===== src/rtl/enemy_fire_scheduler_if.sv =====
// Shot request bus between the enemy fire scheduler and the projectile datapath.
// Handshake: master raises fire_valid with stable slot/col/row; the request is
// consumed on the first rising clk edge where fire_ack is high, and fire_valid
// stays high (payload unchanged) until that edge.
interface enemy_fire_scheduler_if;
  logic       fire_valid;
  logic       fire_ack;
  logic [2:0] fire_slot;
  logic [5:0] fire_col;
  logic [5:0] fire_row;

  modport master (
    output fire_valid, fire_slot, fire_col, fire_row,
    input  fire_ack
  );

  modport slave (
    input  fire_valid, fire_slot, fire_col, fire_row,
    output fire_ack
  );
endinterface


===== src/rtl/enemy_fire_scheduler.sv =====
// Enemy shot scheduler: cooldown, LFSR start column, nearest live column,
// lowest live enemy in it, first free bullet slot, then valid/ack to the datapath.
module enemy_fire_scheduler #(
  parameter int          LINHAS    = 4,
  parameter int          COLUNAS   = 8,
  parameter int          N_TIROS   = 3,
  parameter logic [25:0] COOLDOWN  = 26'd25_000_000,
  parameter logic [15:0] LFSR_SEED = 16'hACE1
) (
  input  logic                      clk,
  input  logic                      reset,
  input  logic                      enable_i,
  input  logic [LINHAS*COLUNAS-1:0] enemy_vivos_i,
  input  logic [N_TIROS-1:0]        tiro_livre_i,
  enemy_fire_scheduler_if.master    fire_if,
  output logic                      no_shooter_o,
  output logic [7:0]                shots_fired_o,
  output logic [2:0]                state_o
);
  localparam int COL_W = $clog2(COLUNAS);
  localparam int ROW_W = $clog2(LINHAS);
  localparam logic [25:0] CD_RELOAD = COOLDOWN - 26'd1;

  typedef enum logic [2:0] {
    S_IDLE     = 3'd0,
    S_PICK     = 3'd1,
    S_SCAN_COL = 3'd2,
    S_SCAN_ROW = 3'd3,
    S_SLOT     = 3'd4,
    S_FIRE     = 3'd5
  } state_e;

  state_e            state_q;
  logic [15:0]       lfsr_q;
  logic [15:0]       lfsr_d;
  logic [25:0]       cd_q;
  logic [COL_W-1:0]  col_q;
  logic [COL_W-1:0]  tries_q;
  logic [COL_W-1:0]  col_d;
  logic [COL_W-1:0]  pick_col;
  logic [ROW_W-1:0]  row_q;
  logic              fire_valid_q;
  logic [2:0]        fire_slot_q;
  logic [5:0]        fire_col_q;
  logic [5:0]        fire_row_q;
  logic              no_shooter_q;
  logic [7:0]        shots_q;
  logic [LINHAS-1:0] col_bits;
  logic              col_any;
  logic              row_hit;
  logic              slot_any;
  logic [2:0]        slot_idx;

  always_comb begin
    lfsr_d = lfsr_q[0] ? ((lfsr_q >> 1) ^ 16'hB400) : (lfsr_q >> 1);
  end

  assign pick_col = COL_W'(lfsr_q % 16'(COLUNAS));
  assign col_d    = (col_q == COL_W'(COLUNAS - 1)) ? '0 : col_q + 1'b1;

  // Live flags of the column under scan, indexed by row.
  always_comb begin
    col_bits = '0;
    for (int c = 0; c < COLUNAS; c++) begin
      if (col_q == COL_W'(c)) begin
        for (int r = 0; r < LINHAS; r++) begin
          col_bits[r] = enemy_vivos_i[r*COLUNAS + c];
        end
      end
    end
  end

  assign col_any = |col_bits;
  assign row_hit = col_bits[row_q];

  always_comb begin
    slot_idx = '0;
    for (int i = N_TIROS - 1; i >= 0; i--) begin
      if (tiro_livre_i[i]) slot_idx = 3'(i);
    end
  end

  assign slot_any = |tiro_livre_i;

  always_ff @(posedge clk) begin
    if (reset) begin
      state_q      <= S_IDLE;
      lfsr_q       <= LFSR_SEED;
      cd_q         <= CD_RELOAD;
      col_q        <= '0;
      tries_q      <= '0;
      row_q        <= '0;
      fire_valid_q <= 1'b0;
      fire_slot_q  <= '0;
      fire_col_q   <= '0;
      fire_row_q   <= '0;
      no_shooter_q <= 1'b0;
      shots_q      <= '0;
    end else begin
      lfsr_q       <= lfsr_d;
      no_shooter_q <= 1'b0;
      // Losing enable aborts any search; a request already on the bus is kept.
      if (!enable_i && (state_q inside {S_PICK, S_SCAN_COL, S_SCAN_ROW, S_SLOT})) begin
        state_q <= S_IDLE;
        cd_q    <= CD_RELOAD;
      end else begin
        case (state_q)
          S_IDLE: begin
            if (enable_i) begin
              if (cd_q == '0) state_q <= S_PICK;
              else            cd_q    <= cd_q - 26'd1;
            end
          end
          S_PICK: begin
            col_q   <= pick_col;
            tries_q <= '0;
            state_q <= S_SCAN_COL;
          end
          S_SCAN_COL: begin
            if (col_any) begin
              row_q   <= ROW_W'(LINHAS - 1);
              state_q <= S_SCAN_ROW;
            end else if (tries_q == COL_W'(COLUNAS - 1)) begin
              no_shooter_q <= 1'b1;
              state_q      <= S_IDLE;
              cd_q         <= CD_RELOAD;
            end else begin
              col_q   <= col_d;
              tries_q <= tries_q + 1'b1;
            end
          end
          S_SCAN_ROW: begin
            if (row_hit) begin
              fire_col_q <= 6'(col_q);
              fire_row_q <= 6'(row_q);
              state_q    <= S_SLOT;
            end else if (row_q == '0) begin
              // Column emptied while being scanned: start over from a new column.
              state_q <= S_PICK;
            end else begin
              row_q <= row_q - 1'b1;
            end
          end
          S_SLOT: begin
            if (slot_any) begin
              fire_slot_q  <= slot_idx;
              fire_valid_q <= 1'b1;
              state_q      <= S_FIRE;
            end
          end
          S_FIRE: begin
            if (fire_if.fire_ack) begin
              fire_valid_q <= 1'b0;
              shots_q      <= shots_q + 8'd1;
              state_q      <= S_IDLE;
              cd_q         <= CD_RELOAD;
            end
          end
          default: begin
            fire_valid_q <= 1'b0;
            state_q      <= S_IDLE;
            cd_q         <= CD_RELOAD;
          end
        endcase
      end
    end
  end

  assign fire_if.fire_valid = fire_valid_q;
  assign fire_if.fire_slot  = fire_slot_q;
  assign fire_if.fire_col   = fire_col_q;
  assign fire_if.fire_row   = fire_row_q;
  assign no_shooter_o       = no_shooter_q;
  assign shots_fired_o      = shots_q;
  assign state_o            = state_q;
endmodule


===== src/flat_wrapper.sv =====
// flat-port wrapper written by rule: the top's interface ports become plain ports
module enemy_fire_scheduler_flat 
#(
  parameter int          LINHAS    = 4,
  parameter int          COLUNAS   = 8,
  parameter int          N_TIROS   = 3,
  parameter logic [25:0] COOLDOWN  = 26'd25_000_000,
  parameter logic [15:0] LFSR_SEED = 16'hACE1
)
  (clk, reset, enable_i, enemy_vivos_i, tiro_livre_i, no_shooter_o, shots_fired_o, state_o, fire_if_fire_valid, fire_if_fire_slot, fire_if_fire_col, fire_if_fire_row, fire_if_fire_ack);
  enemy_fire_scheduler_if fire_if_i ();
  input  logic clk;
  input  logic reset;
  input  logic enable_i;
  input  logic [LINHAS*COLUNAS-1:0] enemy_vivos_i;
  input  logic [N_TIROS-1:0] tiro_livre_i;
  output logic no_shooter_o;
  output logic [7:0] shots_fired_o;
  output logic [2:0] state_o;
  output wire logic [$bits(fire_if_i.fire_valid)-1:0] fire_if_fire_valid;
  output wire logic [$bits(fire_if_i.fire_slot)-1:0] fire_if_fire_slot;
  output wire logic [$bits(fire_if_i.fire_col)-1:0] fire_if_fire_col;
  output wire logic [$bits(fire_if_i.fire_row)-1:0] fire_if_fire_row;
  input wire logic [$bits(fire_if_i.fire_ack)-1:0] fire_if_fire_ack;
  assign fire_if_fire_valid = fire_if_i.fire_valid;
  assign fire_if_fire_slot = fire_if_i.fire_slot;
  assign fire_if_fire_col = fire_if_i.fire_col;
  assign fire_if_fire_row = fire_if_i.fire_row;
  assign fire_if_i.fire_ack = fire_if_fire_ack;
  enemy_fire_scheduler #(.LINHAS(LINHAS), .COLUNAS(COLUNAS), .N_TIROS(N_TIROS), .COOLDOWN(COOLDOWN), .LFSR_SEED(LFSR_SEED)) u_core (.clk(clk), .reset(reset), .enable_i(enable_i), .enemy_vivos_i(enemy_vivos_i), .tiro_livre_i(tiro_livre_i), .fire_if(fire_if_i), .no_shooter_o(no_shooter_o), .shots_fired_o(shots_fired_o), .state_o(state_o));
endmodule

===== config.mk =====
export PLATFORM = sky130hd
export DESIGN_NAME = enemy_fire_scheduler_flat
export DESIGN_NICKNAME = d
export VERILOG_FILES = /design/src/rtl/enemy_fire_scheduler_if.sv /design/src/rtl/enemy_fire_scheduler.sv /design/src/flat_wrapper.sv
export SDC_FILE = /design/constraint.sdc
export NUM_CORES = 1
export LEC_CHECK = 0
export BUFFER_PORTS_ARGS = -buffer_cell sky130_fd_sc_hd__buf_2
export CAP_MARGIN = 20
export CORE_UTILIZATION = 60
export DETAILED_ROUTE_END_ITERATION = 8
export PLACE_DENSITY_LB_ADDON = 0.2
export SLEW_MARGIN = 30
export SYNTH_ARGS = -nofsm -noshare
export SYNTH_HDL_FRONTEND = slang
export SYNTH_SLANG_ARGS = --single-unit

===== constraint.sdc =====
create_clock -name clk -period 9.6 [get_ports clk]
set_clock_uncertainty 0.05 [all_clocks]
set_input_delay 0 -clock clk [delete_from_list [all_inputs] [get_ports clk]]
set_output_delay 0 -clock clk [all_outputs]
set_load 0.01 [all_outputs]

==> metrics <==
DR vias 3305; status completed; Final Setup Violations 0; Initial Util 62.11%; die area 0.006446 mm^2; Worst EP arrival 3.78 ns; CTS tree done; ratio of cells with drive above 1 in the final layout 19.14%; DR DRC count 0; register area share after synthesis 38.11%; post-CTS sizing 0; Min-Delay Path Class primary input to flip-flop; pin count of the biggest net entering global routing 42; CORE AREA 0.005921 mm^2; GPL Wtd Cong 0.8721; gr usage total 27.00%; Antenna Nets Post-Route 0; TritonCTS sink count 70; DRT iter0 DRCs 188; total power 0.8436 mW; synth top area cells dfxtp_1, xnor2_1, nor2_1; placed cell areas 0.003968 mm^2; WL/cell 14.63 um; Final Max Slew Viols 0; dpl cells 544; H-Tree Level Count 3; RSZ-0062 raised after global routing no; final core occ 71.79%; number of I/O port buffers 58; die height 80.29 um; FMAX 0.2767 GHz; fill count 472; Final TNS setup 0 ns; area leader, netlist dfxtp_1; Seq cells post-synth 70; Pleak 1.666 nW; worst-case vdd ir drop 0.0001394 V; first-pass GRT wire length 13.49 mm; worst skew pair latency 0.35 ns; crit path kind flip-flop to flip-flop; drt pass-1 iters 4; number of max-cap violations 0; Root Driver clkbuf_8; Post-synth top flop dfxtp_1; Avg Cell Area, Syn 8.552 um^2; cells after synthesis 430; I/O pin cnt 67; Pwr per Cell Area 198.5 mW/mm^2; drt total wl 8.279 mm; Design Area, Final 0.004250 mm^2; Fin. Hold Viols 0; Ys Warns 0; Ant. Diodes 0; Worst slew margin 45.31%; antenna violations before repair 0; fin nets 536; Die X 80.29 um; synth unique cells 63; non-filler cells, final 566; fin crit period 3.615 ns; area fraction of the dominant cell type after synthesis 38.11%; Post-synth EDFFs 0; fin crit share 37.65%; CTS clk-pin slew, worst paths 0.07 ns; num rows 28; worst slew pin tran 0.8168 ns; CP max FO 17; hpwl dp 5.628 mm; GR Overflow Total 0; area grow syn2layout 15.58%; number of global-route vias before repair 2983; Via density 5.839; Worst setup EP type flip-flop; Post-Syn Area 0.003677 mm^2; Num CTS Buffers 9; Required @ worst endpoint 9.76 ns; Worst setup SP type flip-flop; Synth async-reset ratio 0%; CTS max path bufs 2
cells in the final DEF (no fill, tap or decap), drive strengths merged, types with 12 or more instances in the layout:
master  synthesis  routed
a21oi          14      14
buf            13      60
dfxtp          70      70
inv            21      21
nand2          38      38
nor2           40      40
nor2b          12      12
nor3           13      13
nor4           14      14
o21ai          12      12
xnor2          18      18
per-layer routing:
layer / vias up / part of all wire [%] / track usage [%] / wire length, um
met1: 1506 / 46 / 34.13 / 3803
met5: - / 0 / 0 / 0
met4: 0 / 2.1 / 13.75 / 172
li1: 1645 / - / - / -
met2: 137 / 46 / 43.76 / 3772
met3: 17 / 6.4 / 5.000 / 531
power by group:
| part | internal [mW] | leakage (nW) | switching [mW] | total, mW |
|---|---|---|---|---|
| sequential | 0.307 | 0.570 | 0.0282 | 0.335 |
| clock | 0.152 | 0.108 | 0.115 | 0.267 |
| combinational | 0.0984 | 0.988 | 0.143 | 0.242 |
registers in the layout (all words and copies together) (netlist names):
| register | flops |
|---|---|
| u_core.tries_q | 3 |
| u_core.cd_q | 26 |
| u_core.state_o | 3 |
| u_core.shots_fired_o | 8 |
| u_core.fire_if.fire_row | 2 |
| u_core.no_shooter_o | 1 |
| u_core.fire_if.fire_col | 3 |
| u_core.lfsr_q | 16 |
| u_core.col_q | 3 |
| u_core.fire_if.fire_slot | 2 |
| u_core.row_q | 2 |
| u_core.fire_if.fire_valid | 1 |
timing repair:
item                      CTS  global route
setup buffers               0             0
hold buffers                6             0
hold endpoints to repair    5             0
final timing paths:
check,start,to,slack [ns],cells after the start
worst min register to register,u_core.lfsr_q[7]$_SDFF_PP1_,u_core.lfsr_q[6]$_SDFF_PP1_,0.36,1
worst max register to register,u_core.col_q[2]$_SDFFE_PP0P_,u_core.fire_if.fire_row[1]$_SDFFE_PP0P_,5.99,10
worst max-delay path,u_core.col_q[2]$_SDFFE_PP0P_,u_core.fire_if.fire_row[1]$_SDFFE_PP0P_,5.99,10
worst min-delay path,reset,u_core.shots_fired_o[1]$_SDFFE_PP0P_,0.13,2
cell type report:
class                           count  area, um^2  area share, %
Timing Repair Buffer               66       365.4          8.596
Multi-Input combinational cell    318        2088          49.13
Sequential cell                    70        1401          32.97
Inverter                           21       78.83          1.855
Tap cell                           75       93.84          2.208
Clock buffer                       10       137.6          3.238
Clock inverter                      6       85.08          2.002
logic make-up after synthesis:
| logic type | count (synthesis) | synth area share [%] |
|---|---|---|
| buf+inv | 49 | 5.954 |
| other cells | 1 | 0.1020 |
| xor+xnor | 23 | 5.478 |
| fa+ha+maj | 11 | 3.743 |
| flops | 70 | 38.11 |
| simple gates | 184 | 26.78 |
| compound gates | 78 | 15.62 |
| mux | 14 | 4.219 |
critical path, stage by stage, from the launching register on:
cell      delay (ns)
dfxtp_1         0.64
inv_1           0.15
ha_1            0.35
nor2b_1         0.27
a221oi_1        0.11
o211a_1         0.26
or2_2           0.29
mux4_2          0.53
nor3_2          0.51
mux2i_1         0.26
nor2_1          0.05
synthesized netlist by cell type, types with 2 or more instances:
master     number
o22ai_1         2
a211oi_1        9
buf_4           8
nor4_1         13
and3_1          4
nor3b_1         2
o211ai_1        3
and2_1          3
a221o_1         2
or2_2           7
o21ai_1         2
inv_1          21
o21ai_0         9
o211a_1         2
a21oi_1        14
or4_1           3
ha_1           11
dfxtp_1        70
nor2_1         40
nand2_1        38
clkbuf_1       15
a31oi_1         3
nand2b_1       10
a31o_2          2
nor4bb_1        2
nand3b_1        6
nor2b_1        12
a22o_1          3
mux2i_1        11
nand4_1         7
nand3_1        10
a22oi_1         2
a2111oi_0       4
xnor2_1        18
buf_2           4
a211o_1         3
o21a_1          2
or3_1           7
a221oi_1        6
xor2_1          5
and4_1          2
nor3_1         12
metrics by stage:
stage,hold WS (ns),setup slack [ns]
floorplan,0.1168,6.554
global placement,0.2449,6.232
detailed placement,0.2567,6.110
CTS,0.1137,6.076
global route,0.1490,5.730
finish,0.1267,5.985
(Power assumes the default switching activity.)
